[src/rtl/out_port_arbiter.sv]
// Per-output switch arbiter with a packet lock. Head flits are arbitrated
// round-robin, and the winner keeps the output until its tail flit is sent.
module out_port_arbiter (
  input  logic       clk,
  input  logic       rst,
  input  logic [4:0] req_i,
  input  logic [4:0] head_i,
  input  logic [4:0] tail_i,
  input  logic       credit_en_i,
  output logic [4:0] gnt_o,
  output logic       valid_o,
  output logic       decr_o,
  output logic       busy_o
);

  typedef enum logic {IDLE, LOCKED} state_t;

  state_t     state, state_nxt;
  logic [2:0] ptr, ptr_nxt;
  logic [2:0] owner, owner_nxt;
  logic [4:0] eligible;
  logic [3:0] sum;
  logic [2:0] idx;
  logic [2:0] win;
  logic       found;

  function automatic logic [2:0] inc_mod5(input logic [2:0] v);
    return (v == 3'd4) ? 3'd0 : v + 3'd1;
  endfunction

  assign eligible = req_i & head_i;

  always_comb begin
    // NOTE: every output of this block gets a default first so no latch is inferred.
    gnt_o     = '0;
    state_nxt = state;
    ptr_nxt   = ptr;
    owner_nxt = owner;
    found     = 1'b0;
    win       = ptr;
    sum       = '0;
    idx       = '0;
    // Reset and missing credit both suppress any grant and freeze the state.
    if (!rst && credit_en_i) begin
      case (state)
        IDLE: begin
          for (int k = 0; k < 5; k++) begin
            sum = {1'b0, ptr} + 4'(k);
            idx = (sum >= 4'd5) ? 3'(sum - 4'd5) : sum[2:0];
            if (!found && eligible[idx]) begin
              found = 1'b1;
              win   = idx;
            end
          end
          if (found) begin
            gnt_o[win] = 1'b1;
            if (tail_i[win]) begin
              ptr_nxt = inc_mod5(win);
            end else begin
              state_nxt = LOCKED;
              owner_nxt = win;
            end
          end
        end
        LOCKED: begin
          // Only the owner is served; a stray head flit is forwarded as body.
          if (req_i[owner]) begin
            gnt_o[owner] = 1'b1;
            if (tail_i[owner]) begin
              state_nxt = IDLE;
              ptr_nxt   = inc_mod5(owner);
            end
          end
        end
        default: state_nxt = IDLE;
      endcase
    end
  end

  assign valid_o = |gnt_o;
  assign decr_o  = valid_o;
  assign busy_o  = (state == LOCKED) && !rst;

  always_ff @(posedge clk) begin
    // NOTE: sequential state uses non-blocking assignments so all registers update together.
    if (rst) begin
      state <= IDLE;
      ptr   <= '0;
      owner <= '0;
    end else begin
      state <= state_nxt;
      ptr   <= ptr_nxt;
      owner <= owner_nxt;
    end
  end

endmodule

[config.mk]
export PLATFORM = sky130hd
export DESIGN_NAME = out_port_arbiter
export DESIGN_NICKNAME = d
export VERILOG_FILES = /design/src/rtl/out_port_arbiter.sv
export SDC_FILE = /design/constraint.sdc
export NUM_CORES = 1
export LEC_CHECK = 0
export BUFFER_PORTS_ARGS = -buffer_cell sky130_fd_sc_hd__buf_2
export CAP_MARGIN = 30
export CORE_MARGIN = 3
export CORE_UTILIZATION = 58
export DETAILED_ROUTE_END_ITERATION = 10
export HOLD_SLACK_MARGIN = 0.08
export PLACE_DENSITY = 0.8
export SYNTH_ARGS = -nofsm -noshare
export SYNTH_HDL_FRONTEND = slang
export SYNTH_SLANG_ARGS = --single-unit
[constraint.sdc]
create_clock -name clk -period 7.65 [get_ports clk]
set_input_delay 1.1475 -clock clk [delete_from_list [all_inputs] [get_ports clk]]
set_output_delay 1.1475 -clock clk [all_outputs]
set_load 0.1 [all_outputs]
==> results.py <==
metrics = {
    "drt": {
        "routed_via_density": 6.96,
        "vias": 2346,
        "dr.pass1.iters": 5,
        "wire_length_on_met3_um": 545,
        "route.final.wire_length_um": 5980,
        "met2_wirelength_um": 2670,
        "highest-signal-layer": "met4",
        "met1_length_um": 2710,
        "ant_nets": 0,
        "post-route-drc-count": 0,
        "routed_len_inst_um": 17.7,
        "detailedRoute.firstIterationViolations": 336,
    },
    "finish": {
        "finish.net_count": 324,
        "n_antenna_cell": 0,
        "filler_cell_count": 313,
        "layout-drive-gt1-share_pct": 17.4,
        "post-route-cell-area_mm2": 0.00216,
        "area.growth.synth_to_final_pct": 6.27,
    },
    "floorplanning": {
        "fp-row-count": 20,
        "floorplan.die.width_um": 65.2,
        "fp.coreArea_mm2": 0.00320,
        "initial_core_utilization_pct": 63.6,
        "floorplan.die.height_um": 65.2,
        "dieArea_mm2": 0.00426,
        "io_pins": 26,
    },
    "logic_synthesis": {
        "synth.ff_latch_count": 7,
        "main_flop_type_after_synthesis": "sky130_fd_sc_hd__dfxtp_1",
        "post-synth-top-area-cell": "sky130_fd_sc_hd__dfxtp_1",
        "yosys.cell_count.top_type": "sky130_fd_sc_hd__nor2_1",
        "synth_commonest_cells": "sky130_fd_sc_hd__nor2_1, sky130_fd_sc_hd__nand2_1, sky130_fd_sc_hd__a21oi_1, sky130_fd_sc_hd__inv_1",
        "synth_enable_flop_cells": 0,
        "sequential_share_of_the_synthesized_area_pct": 6.88,
        "synth_fp_nets": 309,
        "synthesis.yosys.warnings": 0,
        "netlist_area_mm2": 0.00204,
        "synth.top_cells.by_area": "sky130_fd_sc_hd__dfxtp_1, sky130_fd_sc_hd__ha_1, sky130_fd_sc_hd__mux2i_1",
        "synth_async_sr_flop_share_pct": 0,
        "synth_cell_types": 76,
        "post_synth_inst_count": 279,
        "synth_area_per_cell_um2": 7.30,
        "post-synth-top-area-fraction_pct": 6.88,
    },
    "critical_path": {
        "worstPathMaxFanout": 18,
        "worst-path-stages": 14,
        "critical_path.top_delay_family": "compound AO/OA/AOI/OAI gates",
        "critPathSlowestCell": "sky130_fd_sc_hd__dfxtp_1",
        "cpPeakStageDelay_ps": 750,
        "worstPathCellList": "inv_1 -> ha_1 -> inv_1 -> mux2_2 -> mux4_2 -> o21ai_2 -> nor2_1 -> a221oi_1 -> a21oi_1 -> o311ai_2 -> nor2b_1 -> nand2b_1 -> a21oi_1 -> buf_2",
        "critical_path_arrival_ps": 5250,
        "worst_setup_path_startpoint": "ptr[1]",
        "regToRegStartpoint": "ptr[1]",
        "cp.buffers_inverters": 3,
        "worstRegToRegCells": 14,
        "r2r_slack_ps": 2180,
        "timing.critical_path.from_type": "register",
        "required_ps": 6500,
        "timing.critical_path.to_type": "output pin",
        "worst_setup_endpoint": "gnt_o[3]",
        "worstReg2RegEnd": "owner[2]",
        "critical_path_class": "reg -> out",
    },
    "grt": {
        "grt_first_pass_wirelength_um": 10000,
        "first_global_vias": 2073,
        "grt_antenna_before_repair": 0,
        "grt_remaining_overflow": 0,
        "globalRouteTotalUtil_pct": 28.9,
        "grt_max_degree": 27,
    },
    "timing": {
        "min_period_over_period_pct": 83.6,
        "fmaxAchievable_mhz": 156,
        "fin_setup_tns_ps": 0,
        "timing.final.max_slew_violations": 0,
        "finClkSkew_ps": 3.75,
        "period_minus_slack_ps": 6400,
        "timing.final.hold_violations": 0,
        "transition_time_at_the_pin_with_the_least_slew_margin_ps": 881,
        "grt_setup_unrepaired": "false",
        "max_slew_margin_pct": 39.6,
        "setup_violations": 0,
    },
    "cts": {
        "h-tree-depth": 1,
        "cts.sink_count": 7,
        "cts_tree": "yes",
        "cts_buffers": 3,
        "root_buffer": "sky130_fd_sc_hd__clkbuf_4",
        "cts.reportedPaths.clkPinSlew_ps": 50,
        "post_cts_repair_timing_setup_buffer_count": 0,
        "ctsLongestPathBuffers": 2,
        "cts_hold_buf": 0,
        "clkLatencyLatePin_ps": 260,
        "cts_repair_resize_count": 0,
    },
    "placement": {
        "post_place_instance_area_mm2": 0.00214,
        "placed_wire_length_estimate_after_detailed_placement_um": 4670,
        "numPortBuffers": 25,
        "gpl.final_weighted_congestion": 0.954,
    },
    "job": {
        "cap_violations": 0,
    },
    "run_status": {
        "run_status": "finished, final reports clean",
    },
    "hold_path": {
        "holdCritPathClass": "reg -> reg",
    },
}
[area by class of cell]
cell class | instances | area [um2] | share of cell area [%]
Clock buffer | 4 | 26.3 | 1.21
Inverter | 12 | 45.0 | 2.08
Multi-Input combinational cell | 244 | 1760 | 81.6
Sequential cell | 7 | 140 | 6.48
Tap cell | 44 | 55.1 | 2.54
Timing Repair Buffer | 26 | 133 | 6.13
[per-layer routing]
layer | vias up | global-route usage, %
li1 | 1098 | -
met1 | 1096 | 43.6
met2 | 143 | 45.6
met3 | 9 | 1.20
met4 | 0 | 5.44
met5 | - | 0
[sequential cells by signal (all words and copies together), names as in the netlist]
register and count:
state 1, ptr 3, owner 3
[kinds of logic (layout without fill, tap and decap cells)]
| logic type | count (synthesis) | count (layout) | synth area share (%) |
|---|---|---|---|
| adders and majority gates | 12 | 12 | 7.74 |
| buffers and inverters | 28 | 42 | 6.45 |
| AOI/OAI and AO/OA | 96 | 96 | 36.9 |
| xor gates and xnor gates | 3 | 3 | 1.29 |
| DFF | 7 | 7 | 6.88 |
| and+or+nand+nor | 115 | 115 | 30.4 |
| muxes | 18 | 18 | 10.4 |
[cells in the final DEF (no fill, tap or decap), types with 3 or more instances in the layout]
cell type,n
sky130_fd_sc_hd__o21a_1,3
sky130_fd_sc_hd__a21oi_1,15
sky130_fd_sc_hd__a31oi_1,5
sky130_fd_sc_hd__and2_1,4
sky130_fd_sc_hd__or3_1,4
sky130_fd_sc_hd__nand4_1,4
sky130_fd_sc_hd__a22oi_1,4
sky130_fd_sc_hd__nor2_1,24
sky130_fd_sc_hd__a311oi_1,3
sky130_fd_sc_hd__dfxtp_1,7
sky130_fd_sc_hd__nor3_1,9
sky130_fd_sc_hd__nand3_1,10
sky130_fd_sc_hd__a211o_1,3
sky130_fd_sc_hd__inv_1,12
sky130_fd_sc_hd__nand2b_1,10
sky130_fd_sc_hd__ha_1,11
sky130_fd_sc_hd__a21o_1,3
sky130_fd_sc_hd__mux2_2,5
sky130_fd_sc_hd__buf_2,25
sky130_fd_sc_hd__o22ai_1,5
sky130_fd_sc_hd__o21ai_0,8
sky130_fd_sc_hd__o221ai_1,4
sky130_fd_sc_hd__nand2_1,20
sky130_fd_sc_hd__nand3b_1,5
sky130_fd_sc_hd__clkbuf_4,3
sky130_fd_sc_hd__nor2b_1,11
sky130_fd_sc_hd__mux2i_1,11
sky130_fd_sc_hd__a211oi_1,8
[how the worst min path moves through the flow]
stage / from / slack, ps / cells after the start / to
2_1_floorplan: owner[2] / 620 / 3 / owner[2]
3_3_place_gp: owner[2] / 620 / 2 / owner[2]
3_5_place_dp: owner[2] / 630 / 2 / owner[2]
4_1_cts: owner[0] / 630 / 2 / owner[0]
5_1_grt: owner[0] / 690 / 2 / owner[0]
6_report: owner[0] / 640 / 2 / owner[0]
[worst register-to-register path, cell delays in order, from the launching register on]
cell,delay (ps)
sky130_fd_sc_hd__dfxtp_1,750
sky130_fd_sc_hd__inv_1,320
sky130_fd_sc_hd__ha_1,620
sky130_fd_sc_hd__inv_1,210
sky130_fd_sc_hd__o41ai_2,560
sky130_fd_sc_hd__or2_1,230
sky130_fd_sc_hd__a32oi_2,190
sky130_fd_sc_hd__a311oi_1,370
sky130_fd_sc_hd__o32ai_2,120
sky130_fd_sc_hd__mux2i_1,710
sky130_fd_sc_hd__mux2_2,440
sky130_fd_sc_hd__a211oi_4,350
sky130_fd_sc_hd__or2_4,220
sky130_fd_sc_hd__a21oi_2,50
sky130_fd_sc_hd__a311oi_1,250
[per-stage QoR]
step / util [%] / cells / setup WS (ps) / hold slack (ps)
2_1_floorplan: - / 279 / 1590 / 616
3_3_place_gp: 66.7 / 333 / 1740 / 624
3_5_place_dp: 66.7 / 333 / 1650 / 631
4_1_cts: 67.5 / 337 / 1370 / 633
5_1_grt: 67.5 / 337 / 857 / 694
6_report: 67.5 / 337 / 1250 / 639
Power is left out: the tool's default activity adds up to more than one toggle a clock period on the data nets, which glitch-free logic cannot reach.
